`src/rtl/myproject_mul_acc_pipe_if.sv`:
```
// Sample/result bundle for myproject_mul_acc_pipe: clock enable, operand
// inputs with their valid tag, and the registered result side.
interface myproject_mul_acc_pipe_if #(
    parameter int din0_WIDTH = 16,
    parameter int din1_WIDTH = 6,
    parameter int dout_WIDTH = 22
);
    logic                  ce;
    logic                  in_valid;
    logic [din0_WIDTH-1:0] din0;
    logic [din1_WIDTH-1:0] din1;
    logic                  acc_en;
    logic                  acc_clr;
    logic                  out_valid;
    logic [dout_WIDTH-1:0] dout;
    logic                  ovf;

    modport master (
        output ce, in_valid, din0, din1, acc_en, acc_clr,
        input  out_valid, dout, ovf
    );

    modport slave (
        input  ce, in_valid, din0, din1, acc_en, acc_clr,
        output out_valid, dout, ovf
    );
endinterface

```
`src/rtl/myproject_mul_acc_pipe.sv`:
```
// Pipelined signed x unsigned multiplier with optional multiply-accumulate.
// Define MUL_ACC_SAT_EN to saturate the resize and the accumulate instead of wrapping.
module myproject_mul_acc_pipe #(
    parameter int ID         = 1,
    parameter int NUM_STAGE  = 3,
    parameter int din0_WIDTH = 16,
    parameter int din1_WIDTH = 6,
    parameter int dout_WIDTH = 22
) (
    input  logic                    ap_clk,
    input  logic                    ap_rst,
    myproject_mul_acc_pipe_if.slave bus
);
    localparam int PW = din0_WIDTH + din1_WIDTH + 1;
    localparam int DW = dout_WIDTH;
    localparam int EW = (PW > DW) ? PW : DW;

    logic signed [PW-1:0] a_ext;
    logic signed [PW-1:0] b_ext;
    logic signed [PW-1:0] p_in;

    assign a_ext = PW'($signed(bus.din0));
    assign b_ext = PW'({1'b0, bus.din1});
    assign p_in  = a_ext * b_ext;

    logic signed [PW-1:0] fin_p;
    logic                 fin_v;
    logic                 fin_en;
    logic                 fin_clr;

    generate
        if (NUM_STAGE == 1) begin : g_comb
            assign fin_p   = p_in;
            assign fin_v   = bus.in_valid;
            assign fin_en  = bus.acc_en;
            assign fin_clr = bus.acc_clr;
        end else begin : g_pipe
            localparam int NP = NUM_STAGE - 1;

            logic signed [PW-1:0] p_q [NP];
            logic signed [PW-1:0] p_d [NP];
            logic [NP-1:0]        v_q, v_d;
            logic [NP-1:0]        en_q, en_d;
            logic [NP-1:0]        clr_q, clr_d;

            always_comb begin
                p_d   = p_q;
                v_d   = v_q;
                en_d  = en_q;
                clr_d = clr_q;
                if (bus.ce) begin
                    p_d[0]   = p_in;
                    v_d[0]   = bus.in_valid;
                    en_d[0]  = bus.acc_en;
                    clr_d[0] = bus.acc_clr;
                    for (int i = 1; i < NP; i++) begin
                        p_d[i]   = p_q[i-1];
                        v_d[i]   = v_q[i-1];
                        en_d[i]  = en_q[i-1];
                        clr_d[i] = clr_q[i-1];
                    end
                end
            end

            // Only the valid bits need reset; stale data behind a cleared valid is never used.
            always_ff @(posedge ap_clk) begin
                if (ap_rst) v_q <= '0;
                else        v_q <= v_d;
            end

            always_ff @(posedge ap_clk) begin
                p_q   <= p_d;
                en_q  <= en_d;
                clr_q <= clr_d;
            end

            assign fin_p   = p_q[NP-1];
            assign fin_v   = v_q[NP-1];
            assign fin_en  = en_q[NP-1];
            assign fin_clr = clr_q[NP-1];
        end
    endgenerate

    logic signed [DW-1:0] dout_q, dout_d;
    logic                 ovf_q, ovf_d;
    logic                 out_valid_q, out_valid_d;

    logic signed [EW-1:0] fin_ext;
    logic signed [DW-1:0] p_rs;
    logic signed [DW-1:0] sum_raw;
    logic signed [DW-1:0] acc_sum;
    logic                 add_ovf;

    assign fin_ext = EW'(fin_p);
    assign sum_raw = dout_q + p_rs;
    // Signed overflow: both addends share a sign and the sum's sign differs.
    assign add_ovf = (dout_q[DW-1] == p_rs[DW-1]) && (sum_raw[DW-1] != dout_q[DW-1]);

`ifdef MUL_ACC_SAT_EN
    localparam logic signed [DW-1:0] D_MAX = {1'b0, {(DW-1){1'b1}}};
    localparam logic signed [DW-1:0] D_MIN = {1'b1, {(DW-1){1'b0}}};

    always_comb begin
        p_rs = fin_ext[DW-1:0];
        if (fin_ext > EW'(D_MAX))      p_rs = D_MAX;
        else if (fin_ext < EW'(D_MIN)) p_rs = D_MIN;
    end

    assign acc_sum = add_ovf ? (dout_q[DW-1] ? D_MIN : D_MAX) : sum_raw;
`else
    assign p_rs    = fin_ext[DW-1:0];
    assign acc_sum = sum_raw;
`endif

    always_comb begin
        dout_d      = dout_q;
        ovf_d       = ovf_q;
        out_valid_d = out_valid_q;
        if (bus.ce) begin
            out_valid_d = fin_v;
            if (fin_v) begin
                if (!fin_en) begin
                    dout_d = p_rs;
                end else if (fin_clr) begin
                    dout_d = p_rs;
                    ovf_d  = 1'b0;
                end else begin
                    dout_d = acc_sum;
                    ovf_d  = ovf_q | add_ovf;
                end
            end
        end
    end

    always_ff @(posedge ap_clk) begin
        if (ap_rst) begin
            dout_q      <= '0;
            ovf_q       <= 1'b0;
            out_valid_q <= 1'b0;
        end else begin
            dout_q      <= dout_d;
            ovf_q       <= ovf_d;
            out_valid_q <= out_valid_d;
        end
    end

    assign bus.dout      = dout_q;
    assign bus.ovf       = ovf_q;
    assign bus.out_valid = out_valid_q;
endmodule
```
`src/flat_wrapper.sv`:
```
// flat-port wrapper written by rule: the top's interface ports become plain ports
module myproject_mul_acc_pipe_flat 
#(
    parameter int ID         = 1,
    parameter int NUM_STAGE  = 3,
    parameter int din0_WIDTH = 16,
    parameter int din1_WIDTH = 6,
    parameter int dout_WIDTH = 22
)
  (ap_clk, ap_rst, bus_ce, bus_in_valid, bus_din0, bus_din1, bus_acc_en, bus_acc_clr, bus_out_valid, bus_dout, bus_ovf);
  myproject_mul_acc_pipe_if #(.din0_WIDTH(din0_WIDTH), .din1_WIDTH(din1_WIDTH), .dout_WIDTH(dout_WIDTH)) bus_i ();
  input  logic ap_clk;
  input  logic ap_rst;
  input wire logic [$bits(bus_i.ce)-1:0] bus_ce;
  input wire logic [$bits(bus_i.in_valid)-1:0] bus_in_valid;
  input wire logic [$bits(bus_i.din0)-1:0] bus_din0;
  input wire logic [$bits(bus_i.din1)-1:0] bus_din1;
  input wire logic [$bits(bus_i.acc_en)-1:0] bus_acc_en;
  input wire logic [$bits(bus_i.acc_clr)-1:0] bus_acc_clr;
  output wire logic [$bits(bus_i.out_valid)-1:0] bus_out_valid;
  output wire logic [$bits(bus_i.dout)-1:0] bus_dout;
  output wire logic [$bits(bus_i.ovf)-1:0] bus_ovf;
  assign bus_i.ce = bus_ce;
  assign bus_i.in_valid = bus_in_valid;
  assign bus_i.din0 = bus_din0;
  assign bus_i.din1 = bus_din1;
  assign bus_i.acc_en = bus_acc_en;
  assign bus_i.acc_clr = bus_acc_clr;
  assign bus_out_valid = bus_i.out_valid;
  assign bus_dout = bus_i.dout;
  assign bus_ovf = bus_i.ovf;
  myproject_mul_acc_pipe #(.ID(ID), .NUM_STAGE(NUM_STAGE), .din0_WIDTH(din0_WIDTH), .din1_WIDTH(din1_WIDTH), .dout_WIDTH(dout_WIDTH)) u_core (.ap_clk(ap_clk), .ap_rst(ap_rst), .bus(bus_i));
endmodule
```
`config.mk`:
```
export PLATFORM = sky130hd
export DESIGN_NAME = myproject_mul_acc_pipe_flat
export DESIGN_NICKNAME = d
export VERILOG_FILES = /design/src/rtl/myproject_mul_acc_pipe_if.sv /design/src/rtl/myproject_mul_acc_pipe.sv /design/src/flat_wrapper.sv
export SDC_FILE = /design/constraint.sdc
export NUM_CORES = 1
export LEC_CHECK = 0
export BUFFER_PORTS_ARGS = -buffer_cell sky130_fd_sc_hd__clkbuf_2
export CORE_ASPECT_RATIO = 0.9
export CORE_MARGIN = 8
export CORE_UTILIZATION = 51
export DETAILED_ROUTE_END_ITERATION = 10
export GPL_TIMING_DRIVEN = 0
export PLACE_DENSITY = 0.78
export SLEW_MARGIN = 20
export SYNTH_ARGS = -nofsm -noshare
export SYNTH_HDL_FRONTEND = slang
export SYNTH_SLANG_ARGS = --single-unit
```
`constraint.sdc`:
```
create_clock -name ap_clk -period 10 [get_ports ap_clk]
set_input_delay 0.5 -clock ap_clk [delete_from_list [all_inputs] [get_ports ap_clk]]
set_output_delay 0.5 -clock ap_clk [all_outputs]
set_load 0.005 [all_outputs]
```
==> results of run 1 <==
metal layers:
metal	GRT usage (%)	vias up
li1	-	2644
met1	22.5	2543
met2	28.9	142
met3	3.02	21
met4	6.19	0
met5	0	-
Yosys cell counts (2+ instances only):
master / number
xor2_1: 10
a211oi_1: 14
a2111oi_0: 2
o22ai_1: 4
edfxtp_1: 48
dfxtp_1: 26
ha_1: 64
or2_2: 3
a21oi_1: 44
nor2b_1: 2
or4_1: 2
nand4_1: 4
a311oi_1: 8
nand3b_1: 3
mux2i_1: 7
o41ai_1: 4
o31ai_1: 3
nand2b_1: 10
or3_1: 2
o21ai_1: 10
nor4b_1: 2
o21ai_0: 14
nand3_1: 8
a31oi_1: 4
nand2_1: 55
fa_1: 66
and2_1: 77
a2111o_1: 2
o21a_1: 4
nor3_1: 5
inv_1: 84
o211ai_1: 4
o21bai_1: 5
a22oi_1: 2
xnor2_1: 26
clkbuf_1: 18
a21o_1: 18
a211o_1: 3
nor2_1: 42
power breakdown:
group / internal [mW] / switching, mW
logic: 0.319 / 0.389
registers: 0.439 / 0.0297
clock network: 0.225 / 0.124
cells by family (layout without fill, tap and decap cells):
kind of cell             count (synthesis)  in the layout  share of synthesized area [%]
adder cells (fa/ha/maj)                130            130                           29.9
flip-flops                              74             74                           27.7
buffers and inverters                  104            171                           5.63
AND/OR/NAND/NOR                        221            221                           16.1
multiplexers                             8              8                           1.15
AO/OA/AOI/OAI                          157            157                           15.0
XOR/XNOR                                36             36                           4.45
flip-flops by register name, summed over array words and instances (netlist names):
| signal | cells |
|---|---|
| u_core.bus.dout | 22 |
| u_core.g_pipe.p_q | 22 |
| u_core.bus.out_valid | 1 |
| u_core.bus.ovf | 1 |
| u_core.g_pipe.v_q | 2 |
| u_core.g_pipe.clr_q | 2 |
| u_core.fin_ext | 22 |
| u_core.g_pipe.en_q | 2 |
stage by stage:
step / utilization, % / power [mW]
after detailed placement: 55.0 / 1.17
after CTS: 57.3 / 1.53
final: 57.3 / 1.53
after global routing: 57.3 / 1.65
after global placement: 54.8 / 1.15
after floorplan: - / 1.03
worst paths after layout:
kind / startpoint / to / slack [ns] / cells past startpoint
max: bus_din1[1] / u_core.g_pipe.p_q[41]$_DFFE_PP_ / 4.94 / 19
min: bus_acc_en / u_core.g_pipe.en_q[0]$_DFFE_PP_ / 0.34 / 1
max reg2reg: u_core.bus.dout[0]$_SDFFE_PP0P_ / u_core.bus.dout[20]$_SDFFE_PP0P_ / 7.22 / 10
min reg2reg: u_core.g_pipe.p_q[30]$_DFFE_PP_ / u_core.fin_ext[7]$_DFFE_PP_ / 0.41 / 0
worst max-delay path: cells and delay by family:
kind                     cells  cell delay (ns)
XOR/XNOR                     1             0.09
AO/OA/AOI/OAI                5             0.92
AND/OR/NAND/NOR              2             0.65
adder cells (fa/ha/maj)      5             2.35
buffers and inverters        6             0.63
cell type report:
cell class | instances | area share [%]
multi-input combinational | 552 | 59.8
sequential | 74 | 24.8
inverter | 84 | 3.98
timing repair buffer | 51 | 3.51
clock buffer | 10 | 3.02
tap | 172 | 2.72
clock inverter | 6 | 1.12
buffer | 20 | 1.06
==> flow_summary.ini, run 1 <==
[timing]
hold_ws_ns = 0.342
fmax_mhz = 198
slew_headroom_pct = 53.5
period_share_pct = 50.6
finalClockSkew_ns = 0.00835
slew_viol_final = 0
final.setup.tns_ns = 0
rsz0062_at_grt = false
setup_violations = 0
hold_violations = 0
min_period_ns = 5.06
final.setup.worst_slack_ns = 4.94
worst_slew_pin_slew_ns = 0.698

[synthesis]
synth_flop_cell = edfxtp_1
netlist.area_leader.share_pct = 20.3
yosysUniqueCellTypes = 60
synth_nets = 888
ys_seq_area_share_pct = 27.7
postSynthAreaPerCell_um2 = 9.71
netlist_area_um2 = 7090
yosysTopAreaCell = edfxtp_1
synthArstFlopShare_pct = 0
synthCells = 730
synth_edf_count = 48
synthTopCellsByArea = edfxtp_1 20%, fa_1 19%, ha_1 11%
ys_warn_count = 0
ys_seq_elements = 74

[place]
dp_cells = 953
place_area_um2 = 7580
port_buffers = 50
dp_slack_ns = 4.61
dpl.hpwl_mm = 11.9
globalplace.congestion = 0.915

[cells_and_area]
drive_gt1_share_pct = 9.66
layout_common_cells = 84 x inv_1, 77 x and2_1, 66 x fa_1
final_common_cell = inv_1
syn2layout_area_growth_pct = 11.6
seqCellArea_um2 = 1960
fin_cells = 969
stdcell_area_um2 = 7910
fillers = 1188
diodes = 0
multiInputGateArea_um2 = 4730
finalNetCount = 950

[die]
start_util_pct = 51.4
rows = 41
die_height_um = 128
core_area_um2 = 13800
die_w_um = 140
design.die.area_um2 = 17900
ios = 52

[global_route]
grt_max_degree = 30
first_global_vias = 5534
grt_pass1_wl_mm = 25.8
antenna_found_initial = 0
grt-ovfl-total = 0
grt_use_total_pct = 17.4

[route]
detailedRoute.firstPassIterationCount = 5
wl_met3_um = 803
wl_met1_mm = 6.99
drc = 0
ant_nets = 0
dr_wl_met2_mm = 6.86
routed_wl_mm = 14.9
viasPerCell = 5.52
top_layer = met4
route.vias.total = 5350
drt-wirelength-per-cell_um = 15.4
drtIter0Drc = 308

[worst_setup_path]
cp-end-kind = flop
arrival_ns = 5.14
crit_path_max_incr_delay_ns = 0.54
crit_required_ns = 10.08
start_kind = input pin
cp_slowest_cell = fa_1
crit_chain = clkbuf_2 > clkbuf_1 > and2_1 > fa_1 > inv_1 > fa_1 > inv_1 > fa_1 > inv_1 > fa_1 > inv_1 > ha_1 > o21ai_0 > o21bai_1 > o41ai_1 > a21oi_1 > or4_1 > o311ai_1 > xnor2_1
crit_type = in -> reg
worst-path-max-fanout = 10

[clocking]
cts-root-buf = clkbuf_16
cts_resized = 0
postCtsSetupRepairBufs = 0
numCtsBuffers = 9
worst_skew_pair.late_latency_ns = 0.34
cts_buffer_depth = 2
clock_sinks = 74
htree_levels = 3
cts-hold-fix-buffers = 0
tritoncts = done
path_clk_slew_ns = 0.05

[job]
cap_violations = 0

[pwr]
irDropWorstVdd_mv = 0.132
power.leakage_nw = 3.61
p_per_area_nw_per_um2 = 193

[hold_path]
hold_class = in -> reg

[run_status]
run_status = finished, final reports clean
Power figures use the tool's default switching activity.
==> inputs of run 2 (changes only) <==
--- a/config.mk
+++ b/config.mk
@@ -5,6 +5,7 @@
 export SDC_FILE = /design/constraint.sdc
 export NUM_CORES = 1
 export LEC_CHECK = 0
+export ABC_AREA = 1
 export BUFFER_PORTS_ARGS = -buffer_cell sky130_fd_sc_hd__clkbuf_2
 export CORE_ASPECT_RATIO = 0.9
 export CORE_MARGIN = 8
==> constraint.sdc (replaced) <==
create_clock -name ap_clk -period 5.1 [get_ports ap_clk]
set_input_delay 0.255 -clock ap_clk [delete_from_list [all_inputs] [get_ports ap_clk]]
set_output_delay 0.255 -clock ap_clk [all_outputs]
set_load 0.005 [all_outputs]
==> run 2 against run 1 <==
  * Cell count grew 32%
  * Final area grew 7.8%
  * Hold slack lost 0.25 ns
  * Global-route usage grew 1.2 points
  * Setup slack lost 4.5 ns
  * Via count grew 21%
  * Power grew 110%
  * Routed wire length grew 18%
  * Combinational power grew 130%
  * Flip-flop and latch count is the same
  * Critical path depth shrank 2
  * Critical endpoint is now u_core.g_pipe.p_q[44]$_DFFE_PP_
  * Highest routed layer unchanged
==> flow_summary.ini, run 2 <==
[cells_and_area]
diodes = 0
seqCellArea_um2 = 1960
multiInputGateArea_um2 = 4790
stdcell_area_um2 = 8530
finalNetCount = 1238
syn2layout_area_growth_pct = 10.4
drive_gt1_share_pct = 10.7
layout_common_cells = 277 x nand2_1, 226 x inv_1, 71 x nor2_1
fillers = 1308
final_util_pct = 57.8
final_common_cell = nand2_1

[worst_setup_path]
cp-end-kind = flop
ff2ff_setup_slack_ns = 2.81
worst-path-max-fanout = 10
crit_required_ns = 5.19
r2r_start = u_core.fin_ext[0]$_DFFE_PP_
crit_start = bus_din1[1]
ff2ff_path_depth = 13
crit_type = in -> reg
arrival_ns = 4.72
reg2reg_to = u_core.bus.dout[14]$_SDFFE_PP0P_
start_kind = input pin

[hold_path]
hold_class = in -> reg
min_to = u_core.g_pipe.en_q[0]$_DFFE_PP_
hold_start = bus_acc_en
hold_depth = 1

[synthesis]
synthTopCellsByArea = edfxtp_1 19%, fa_1 17%, nand2_1 13%
synthCells = 1024
postSynthAreaPerCell_um2 = 7.55
yosysUniqueCellTypes = 37
synth_edf_count = 48
synthArstFlopShare_pct = 0
synth_commonest_cells = 277 x nand2_1, 226 x inv_1, 71 x nor2_1
yosysTopAreaCell = edfxtp_1
netlist_area_um2 = 7730
ys_warn_count = 0
ys_seq_area_share_pct = 25.4
yosysMostFrequentCell = nand2_1
synth_nets = 1182
synth_flop_cell = edfxtp_1
ys_seq_elements = 74
netlist.area_leader.share_pct = 18.6

[die]
die_height_um = 133
start_util_pct = 52.3
ios = 52
die_w_um = 146
design.die.area_um2 = 19400
rows = 42
core_area_um2 = 14800

[clocking]
cts-root-buf = clkbuf_16
cts_resized = 0
clock_sinks = 74
numCtsBuffers = 9
worst_skew_pair.late_latency_ns = 0.34
postCtsSetupRepairBufs = 0
htree_levels = 3
cts-hold-fix-buffers = 0
tritoncts = done
path_clk_slew_ns = 0.06
cts_buffer_depth = 2

[global_route]
grt-ovfl-total = 0
grt_max_degree = 53
grt_pass1_wl_mm = 29.9
first_global_vias = 6544
antenna_found_initial = 0
grt_use_total_pct = 18.6

[timing]
hold_violations = 0
min_period_ns = 4.63
fmax_mhz = 216
worst_slew_pin_slew_ns = 0.622
slew_viol_final = 0
finalClockSkew_ns = 0.00638
slew_headroom_pct = 58.5
period_share_pct = 90.9
rsz0062_at_grt = false
setup_violations = 0
final.setup.worst_slack_ns = 0.465
final.setup.tns_ns = 0

[place]
globalplace.congestion = 0.989
port_buffers = 45
place_area_um2 = 8200
dp_slack_ns = 0.0947
dpl.hpwl_mm = 14.2

[route]
drt-wirelength-per-cell_um = 13.8
drc = 0
routed_wl_mm = 17.7
viasPerCell = 5.04
drtIter0Drc = 377
ant_nets = 0
detailedRoute.firstPassIterationCount = 5
route.vias.total = 6462

[pwr]
power.leakage_nw = 4.73
irDropWorstVdd_mv = 0.198
p_per_area_nw_per_um2 = 381
pwr-share-clk_pct = 21.5
power_frac_seq_pct = 28.6
p_sw_mw = 1.32
intPower_mw = 1.92
netSwitchingFraction_pct = 40.8
pwr-share-comb_pct = 49.9

[run_status]
run_status = finished, final reports clean

[job]
cap_violations = 0
## run 2: through the flow
step	hold slack (ns)	power, mW	cells
2_1_floorplan	0.317	2.19	1024
3_5_place_dp	0.405	2.54	1267
5_1_grt	0.0806	3.53	1283
6_report	0.0914	3.25	1283
4_1_cts	0.0858	3.25	1283
3_3_place_gp	0.401	2.48	1267
## run 2: cell families after synthesis
family / count (synthesis) / synth area share [%]
simple gates: 431 / 23.4
buf+inv: 257 / 12.6
fa+ha+maj: 130 / 27.5
compound gates: 102 / 7.74
flops: 74 / 25.4
xor+xnor: 30 / 3.40
## run 2: layout make-up
| cell class | count | area share, % |
|---|---|---|
| Multi-Input combinational cell | 693 | 56.1 |
| Sequential cell | 74 | 23.0 |
| Inverter | 235 | 10.3 |
| Tap cell | 198 | 2.90 |
| Clock buffer | 11 | 2.84 |
| Timing Repair Buffer | 45 | 2.67 |
| Buffer | 22 | 1.10 |
| Clock inverter | 5 | 1.01 |
## run 2: worst max-delay path by stage
stage | end | slack, ns
final | u_core.g_pipe.p_q[44]$_DFFE_PP_ | 0.47
after global routing | u_core.g_pipe.p_q[42]$_DFFE_PP_ | 0.18
after CTS | u_core.g_pipe.p_q[44]$_DFFE_PP_ | 0.44
after detailed placement | u_core.g_pipe.p_q[44]$_DFFE_PP_ | 0.09
after global placement | u_core.g_pipe.p_q[44]$_DFFE_PP_ | 0.20
after floorplan | u_core.g_pipe.p_q[44]$_DFFE_PP_ | 0.83
## run 2: power by group through the flow
stage	clock, mW	combinational (mW)	sequential (mW)
6_report	0.700	1.62	0.929
5_1_grt	0.731	1.85	0.942
4_1_cts	0.707	1.61	0.927
3_5_place_dp	0	1.60	0.939
3_3_place_gp	0	1.55	0.935
2_1_floorplan	0	1.27	0.915
## run 2: worst max-delay path, cell delays in order
cell and delay, ns:
clkbuf_1 0.34, clkbuf_1 0.49, nand2_1 0.11, inv_1 0.11, fa_1 0.42, fa_1 0.48
fa_1 0.51, inv_1 0.05, fa_1 0.47, inv_1 0.04, ha_1 0.32, a21oi_1 0.39
o21ai_0 0.20, a21o_1 0.19, nand2_1 0.07, nand4_1 0.11, xor2_1 0.16
## run 2: per-layer routing
layer | up-vias | track usage, % | share of wire, %
met4 | 0 | 7.22 | 2.7
li1 | 3236 | - | -
met1 | 3021 | 22.3 | 44
met3 | 31 | 2.69 | 4.6
met2 | 174 | 32.9 | 49
met5 | - | 0 | 0
